`config.mk`:
```
export PLATFORM = sky130hd
export DESIGN_NAME = game_turn_controller
export DESIGN_NICKNAME = d
export VERILOG_FILES = /design/src/rtl/game_turn_controller.sv
export SDC_FILE = /design/constraint.sdc
export NUM_CORES = 1
export LEC_CHECK = 0
export BUFFER_PORTS_ARGS = -buffer_cell sky130_fd_sc_hd__buf_2
export CAP_MARGIN = 20
export CELL_PAD_IN_SITES_DETAIL_PLACEMENT = 1
export CELL_PAD_IN_SITES_GLOBAL_PLACEMENT = 1
export CORE_UTILIZATION = 43
export DETAILED_ROUTE_END_ITERATION = 8
export GPL_TIMING_DRIVEN = 0
export PLACE_DENSITY = 0.84
export SLEW_MARGIN = 20
export SYNTH_ARGS = -nofsm -noshare
export SYNTH_HDL_FRONTEND = slang
export SYNTH_SLANG_ARGS = --single-unit
```
`constraint.sdc`:
```
create_clock -name clk -period 3.6 [get_ports clk]
set_clock_uncertainty 0.05 [all_clocks]
set_input_delay 0.54 -clock clk [delete_from_list [all_inputs] [get_ports clk]]
set_output_delay 0.54 -clock clk [all_outputs]
set_load 0.01 [all_outputs]
```
`src/rtl/game_turn_controller.sv`:
```
// ---------------------------------------------------------------------------
// game_turn_controller
//
// Purpose:
//   Sequences a tic-tac-toe game between a human player (X, always first)
//   and an external AI engine (O). The block keeps both boards and counts
//   accepted moves. It rejects moves to occupied or out-of-range cells and
//   detects wins and draws. If the AI does not answer within AI_TIMEOUT
//   cycles, it places a fallback O move in the lowest-index empty cell.
//
// Parameters:
//   AI_TIMEOUT        cycles the AI may spend in AI_WAIT before fallback
//
// Ports:
//   clk               clock, all state changes on the rising edge
//   reset             synchronous active-high reset, dominates everything
//   new_game          synchronous clear of board and state (same as reset)
//   human_move_valid  one-cycle strobe for a human move
//   human_move_idx    human cell index 0..8
//   ai_move_valid     one-cycle strobe for an AI move
//   ai_move_idx       AI cell index 0..8
//   computer_turn     high while waiting on the AI; rising edge starts it
//   board_x           cells held by X, bit n = cell n
//   board_o           cells held by O, bit n = cell n
//   move_count        number of accepted moves, 0..9
//   illegal_move      one-cycle pulse when a move is rejected
//   ai_timeout        one-cycle pulse when the fallback move is placed
//   game_over         high in DONE
//   winner            00 none, 01 X, 10 O, 11 draw
// ---------------------------------------------------------------------------
module game_turn_controller #(
    parameter int AI_TIMEOUT = 15
) (
    input  logic       clk,
    input  logic       reset,
    input  logic       new_game,
    input  logic       human_move_valid,
    input  logic [3:0] human_move_idx,
    input  logic       ai_move_valid,
    input  logic [3:0] ai_move_idx,
    output logic       computer_turn,
    output logic [8:0] board_x,
    output logic [8:0] board_o,
    output logic [3:0] move_count,
    output logic       illegal_move,
    output logic       ai_timeout,
    output logic       game_over,
    output logic [1:0] winner
);

    localparam int CW = (AI_TIMEOUT > 2) ? $clog2(AI_TIMEOUT) : 1;
    localparam logic [CW-1:0] LAST_WAIT_CYCLE = CW'(AI_TIMEOUT - 1);

    typedef enum logic [2:0] {
        HUMAN_WAIT,
        CHECK_X,
        AI_REQ,
        AI_WAIT,
        CHECK_O,
        DONE
    } state_e;

    state_e        state_q, state_d;
    logic [8:0]    boardX_q, boardX_d;
    logic [8:0]    boardO_q, boardO_d;
    logic [3:0]    moveCount_q, moveCount_d;
    logic          illegal_q, illegal_d;
    logic          aiTimeout_q, aiTimeout_d;
    logic [1:0]    winner_q, winner_d;
    logic [CW-1:0] timeoutCnt_q, timeoutCnt_d;

    logic [15:0]   blockedCells;
    logic [8:0]    freeCells;
    logic [8:0]    fallbackMask;
    logic          humanLegal;
    logic          aiLegal;

    // True when any of the eight winning lines is fully held on board b.
    function automatic logic hasLine(input logic [8:0] b);
        return (b[0] & b[1] & b[2]) | (b[3] & b[4] & b[5]) |
               (b[6] & b[7] & b[8]) | (b[0] & b[3] & b[6]) |
               (b[1] & b[4] & b[7]) | (b[2] & b[5] & b[8]) |
               (b[0] & b[4] & b[8]) | (b[2] & b[4] & b[6]);
    endfunction

    // Legality of incoming moves and the fallback cell choice. Indices
    // 9..15 are treated as permanently blocked so one lookup covers both
    // the range check and the occupancy check. The fallback picks the
    // lowest free cell by isolating the least significant set bit.
    always_comb begin
        blockedCells = {7'h7F, boardX_q | boardO_q};
        freeCells    = ~(boardX_q | boardO_q);
        fallbackMask = freeCells & (~freeCells + 9'd1);
        humanLegal   = human_move_valid && !blockedCells[human_move_idx];
        aiLegal      = ai_move_valid && !blockedCells[ai_move_idx];
    end

    // State register plus datapath registers. Reset wins over every
    // input; new_game is folded into the next-state logic below.
    always_ff @(posedge clk) begin
        if (reset) begin
            state_q      <= HUMAN_WAIT;
            boardX_q     <= '0;
            boardO_q     <= '0;
            moveCount_q  <= '0;
            illegal_q    <= 1'b0;
            aiTimeout_q  <= 1'b0;
            winner_q     <= 2'b00;
            timeoutCnt_q <= '0;
        end else begin
            state_q      <= state_d;
            boardX_q     <= boardX_d;
            boardO_q     <= boardO_d;
            moveCount_q  <= moveCount_d;
            illegal_q    <= illegal_d;
            aiTimeout_q  <= aiTimeout_d;
            winner_q     <= winner_d;
            timeoutCnt_q <= timeoutCnt_d;
        end
    end

    // Next-state logic. Strobes that arrive outside their own wait state
    // fall through to the defaults, so they are dropped without a pulse.
    // new_game is applied last so it overrides any move in the same cycle.
    always_comb begin
        state_d      = state_q;
        boardX_d     = boardX_q;
        boardO_d     = boardO_q;
        moveCount_d  = moveCount_q;
        illegal_d    = 1'b0;
        aiTimeout_d  = 1'b0;
        winner_d     = winner_q;
        timeoutCnt_d = timeoutCnt_q;

        case (state_q)
            HUMAN_WAIT: begin
                if (humanLegal) begin
                    boardX_d    = boardX_q | (9'd1 << human_move_idx);
                    moveCount_d = moveCount_q + 4'd1;
                    state_d     = CHECK_X;
                end else if (human_move_valid) begin
                    illegal_d = 1'b1;
                end
            end
            CHECK_X: begin
                if (hasLine(boardX_q)) begin
                    winner_d = 2'b01;
                    state_d  = DONE;
                end else if (moveCount_q == 4'd9) begin
                    winner_d = 2'b11;
                    state_d  = DONE;
                end else begin
                    state_d = AI_REQ;
                end
            end
            AI_REQ: begin
                timeoutCnt_d = '0;
                state_d      = AI_WAIT;
            end
            AI_WAIT: begin
                timeoutCnt_d = timeoutCnt_q + CW'(1);
                if (aiLegal) begin
                    boardO_d    = boardO_q | (9'd1 << ai_move_idx);
                    moveCount_d = moveCount_q + 4'd1;
                    state_d     = CHECK_O;
                end else begin
                    illegal_d = ai_move_valid;
                    if (timeoutCnt_q == LAST_WAIT_CYCLE) begin
                        boardO_d    = boardO_q | fallbackMask;
                        moveCount_d = moveCount_q + 4'd1;
                        aiTimeout_d = 1'b1;
                        state_d     = CHECK_O;
                    end
                end
            end
            CHECK_O: begin
                if (hasLine(boardO_q)) begin
                    winner_d = 2'b10;
                    state_d  = DONE;
                end else if (moveCount_q == 4'd9) begin
                    winner_d = 2'b11;
                    state_d  = DONE;
                end else begin
                    state_d = HUMAN_WAIT;
                end
            end
            DONE: begin
                state_d = DONE;
            end
            default: begin
                state_d = HUMAN_WAIT;
            end
        endcase

        if (new_game) begin
            state_d      = HUMAN_WAIT;
            boardX_d     = '0;
            boardO_d     = '0;
            moveCount_d  = '0;
            illegal_d    = 1'b0;
            aiTimeout_d  = 1'b0;
            winner_d     = 2'b00;
            timeoutCnt_d = '0;
        end
    end

    // Output logic. computer_turn is low in AI_REQ, so each request
    // gives the AI a fresh rising edge when AI_WAIT is entered.
    always_comb begin
        computer_turn = (state_q == AI_WAIT);
        game_over     = (state_q == DONE);
        board_x       = boardX_q;
        board_o       = boardO_q;
        move_count    = moveCount_q;
        illegal_move  = illegal_q;
        ai_timeout    = aiTimeout_q;
        winner        = winner_q;
    end

endmodule

```
# Word level (Yosys, flattened, before mapping)
# Cells that the tools add are included.
[totals]
register_bits = 33
elab_cells = 121
[op_classes]
n_lt_le_gt_ge = 2
shifts = 2
addsub = 3
bitwise_logic = 54
n_mux = 28
eq_ne = 9
n_reduce_logical = 15
[ops]
columns = ["cell", "count"]
rows = [
  ["9-bit bitwise OR", 4],
  ["1-bit AND", 32],
  ["3-bit 2-to-1 mux", 7],
  ["9-bit 2-to-1 mux", 2],
  ["9-bit NOT", 2],
  ["3-bit one-hot mux with 6 select lines", 1],
  ["1-bit by 4-bit left shift with 9-bit output, first input constant", 2],
  ["4-bit one-hot mux with 2 select lines", 2],
  ["1-bit bitwise OR", 14],
  ["4-bit 2-to-1 mux", 3],
  ["4-bit by 5-bit less-than comparator with 1-bit output, second input constant", 2],
  ["9-bit by 1-bit adder with 9-bit output, second input constant", 1],
  ["9-bit AND", 1],
  ["4-bit by 1-bit adder with 4-bit output, second input constant", 2],
  ["1-bit binary-select mux with 4-bit select", 2],
  ["4-bit == test, second input constant", 2],
  ["2-bit nonzero test", 4],
  ["3-bit by 2-bit == test with 1-bit output, second input constant", 2],
  ["3-bit == test, second input constant", 2],
  ["1-bit 2-to-1 mux", 6],
  ["2-bit 2-to-1 mux", 3],
  ["2-bit AND reduction", 3],
  ["2-bit one-hot mux with 2 select lines", 1],
  ["4-bit OR reduction", 1],
  ["10 further kinds", 12],
]

# Logic depth before layout (Yosys ltp)
[logic_depth]
depth_word = 11
mapped_depth = 8
ltp_nobuf = 7

# Worst setup path before layout
# Ideal clock, no wire load.
[synth_path]
path_kind = "input to register"
start = "input ai_move_idx[1]"
end = "register moveCount_q[2] (netlist: move_count[2])"
path_stages = 8
path_buffers = 2
setup_slack_ns = 1.513
setup_ns = 0.072
arrival_time_ns = 1.965
path_cell_list = "buf_6 inv_2 o32a_1 and3_4 buf_6 or3_4 nand4_1 mux2i_1"
[synth_via]
elab_chain_cells = 6
word_cells_on_any_way = 8
[synth_rtl]
columns = ["item", "line_no", "text"]
rows = [
  ["start: declaration", "40", "input logic [3:0] ai_move_idx,"],
  ["1-bit binary-select mux with 4-bit select (*)", "95", "aiLegal = ai_move_valid && !blockedCells[ai_move_idx];"],
  ["1-bit 2-to-1 mux (implied by the code) (*)", "95", ""],
  ["1-bit zero test (*)", "95", ""],
  ["1-bit logical AND (*)", "95", ""],
  ["3-bit by 1-bit inequality test with 1-bit output (no source line) / 4-bit 2-to-1 mux (equally long branches)", "-", ""],
  ["3-bit AND reduction (no source line) / 4-bit one-hot mux with 2 select lines (equally long branches)", "-", ""],
  ["end signal: assignment", "114", "moveCount_q <= moveCount_d;"],
  ["end: declaration", "66", "logic [3:0] moveCount_q, moveCount_d;"],
]
# Every way passes the cells marked *; elsewhere a longest branch is shown, timed or not. The select of a mux whose other input is x is not followed.
# A chain may end at the register's enable or synchronous reset.

# Worst setup path in the final report
[layout_path]
start = "register state_q[2]"
end = "output computer_turn"
[layout_via]
elab_chain_cells = 1
[layout_rtl]
columns = ["item", "line_no", "text"]
rows = [
  ["start: declaration", "63", "state_e state_q, state_d;"],
  ["start signal: assignment", "111", "state_q <= state_d;"],
  ["3-bit by 2-bit == test with 1-bit output", "210", "computer_turn = (state_q == AI_WAIT);"],
  ["end: declaration", "41", "output logic computer_turn,"],
]
# Every way passes these cells.

==> reports/qor.yml <==
status: "finished, final reports clean"
path_clk_slew_ns: 0.07
gp_congestion: 0.898
numCtsBuffers: 5
max_cap_violations: 0
cts_resized: 0
drt_pass1_iterations: 4
clockBufferDepth: 2
fin_area_um2: 2490
min_period_ns: 2.45
track_usage: 0.257
core_um2: 4720
wl_per_cell_um: 17.0
fp-row-count: 25
drt_iter0_drc: 151
vias: 2188
ys_seq_area_frac: 0.314
ir_worst_vdd_uv: 171
end_kind: "primary output"
yosys_warnings: 0
syn_to_final_growth_pct: 18.1
synth_cell_type_count: 57
finalMaxSlewViolations: 0
drt-total-wl_um: 6370
synthCells: 265
synth_async_sr_flop_share: 0
rsz0062_at_grt: "no"
clkSinkCount: 33
syn_area_per_cell_um2: 7.95
die_area_um2: 5180
grt_antenna_before_repair: 0
relSlewSlack: 0.590
syn_nets: 282
cts_hold_buf: 0
port-buffer-count: 36
dp_slack_ns: 1.15
finalCoreUtilization: 0.527
die-height_um: 72
holdWs_ns: 0.455
ys.flop_type: "dfxtp_1"
setup_ws_ns: 1.15
crit_type: "flip-flop to primary output"
nNetsFinal: 325
arrival_ns: 1.86
finalHoldViolCount: 0
htree_levels: 2
initial_core_util: 0.446
timing.setup.tns_ns: 0
grt_max_degree: 11
fp.dieW_um: 72
post-cts-setup-buffer-count: 0
synth_seq_cells: 33
drc: 0
grt_pass1_wl_um: 10200
ant_nets: 0
final_layout_size_suffix_gt1_frac: 0.204
dpl.hpwl_um: 4860
netlist_area_um2: 2110
diodes: 0
leakage_nw: 0.985
worstPathMaxFanout: 7
finalCritPeriodShare: 0.680
synth_edf_count: 0
fillers: 607
grt_pass1_vias: 2038
setup_viol_count_final: 0
placed_area_um2: 2370
timing.fmax_mhz: 409
ios: 41
post_drt_via_cell_ratio: 5.82
cellPowerDensity_nw_per_um2: 333
worst_pin_slew_ns: 0.611
critPathRequiredTime_ns: 3.01
hp-class: "flip-flop to flip-flop"
clock-root-buffer: "clkbuf_8"
overflow: 0
cts_tree: "built"
clk_latency_ns: 0.29
start_kind: "flip-flop"
-- cell usage in the layout (no fill, tap or decap), types with 4 or more instances in the layout --
cell type  Yosys  final
nor2_1        39     39
buf_2          0     36
dfxtp_1       33     33
a21oi_1       23     23
nand2_1       19     19
nor3_1        11     11
clkbuf_1       9     10
nand3_1        8      8
mux2i_1        8      8
a22o_1         8      8
o21ai_1        8      8
inv_1          7      7
a31oi_1        7      7
clkbuf_8       0      6
nand2b_1       5      5
nor2b_1        5      5
or3_1          5      5
a211oi_1       5      5
nand4_1        4      4
a22oi_1        4      4
o21ai_0        4      4
ha_1           4      4
-- worst paths after layout --
check	start	end	slack (ns)	depth (start not counted)
worst max-delay path	state_q[2]	computer_turn	1.15	5
worst min-delay path	move_count[3]	move_count[3]	0.45	2
worst max register to register	board_x[5]	move_count[2]	1.42	6
worst min register to register	move_count[3]	move_count[3]	0.45	2
-- layout make-up --
cell class              count  area (µm²)  area share
multi-input cells         210        1340       0.539
flip-flops and latches     33         661       0.266
repair buffers             36         180      0.0724
clock buffers               7        86.3      0.0347
well taps                  67        83.8      0.0337
plain buffers              13        71.3      0.0287
inverters                   9        33.8      0.0136
clock inverters             1        30.0      0.0121
-- power by group --
| part | switching (mW) | internal (mW) |
|---|---|---|
| logic | 0.0575 | 0.0326 |
| registers | 0.00333 | 0.367 |
| clock network | 0.142 | 0.226 |
-- state kept, by name, indices dropped and copies added, names as in the netlist --
signal,cells
timeoutCnt_q,4
move_count,4
illegal_move,1
state_q,3
board_x,9
board_o,9
winner,2
ai_timeout,1
-- synthesized netlist by cell type (3+ instances only) --
cell type	instances	area (µm²)
o21ai_0	4	20.0
nand2_1	19	71.3
nand2b_1	5	31.3
a211oi_1	5	37.5
inv_1	7	26.3
clkbuf_1	9	33.8
a31oi_1	7	43.8
a21oi_1	23	115
ha_1	4	50.1
nor2b_1	5	31.3
nand3_1	8	40.0
nor4_1	3	18.8
nor2_1	39	146
a22o_1	8	70.1
nor3_1	11	55.1
o21ai_1	8	40.0
dfxtp_1	33	661
a22oi_1	4	30.0
nand4_1	4	25.0
mux2i_1	8	80.1
or3_1	5	31.3
-- stage by stage --
stage	instances	power (mW)
floorplan	265	0.441
global placement	368	0.466
detailed placement	368	0.468
CTS	376	0.834
global route	376	0.856
finish	376	0.829
-- metal layers --
metal  track usage  wire length, µm  up-vias
met1         0.364             3120     1049
met3        0.0458              341        5
li1              -                -     1068
met4        0.0763               42        0
met5             0                0        -
met2         0.398             2870       66
-- kinds of logic (layout without fill, tap and decap cells) --
logic type,after synthesis,in the layout,share of synthesized area
flip-flops,33,33,0.314
AND/OR/NAND/NOR,121,121,0.308
buffers and inverters,22,66,0.0499
AO/OA/AOI/OAI,75,75,0.252
multiplexers,9,9,0.0487
adder cells (fa/ha/maj),4,4,0.0238
XOR/XNOR,1,1,0.00416
-- worst max-delay path: stages (launching register included) --
cell      delay [ns]
dfxtp_1         0.36
nand2b_1        0.23
or2_1           0.13
clkbuf_1        0.36
inv_1           0.28
buf_2           0.21
(Power assumes the default switching activity.)
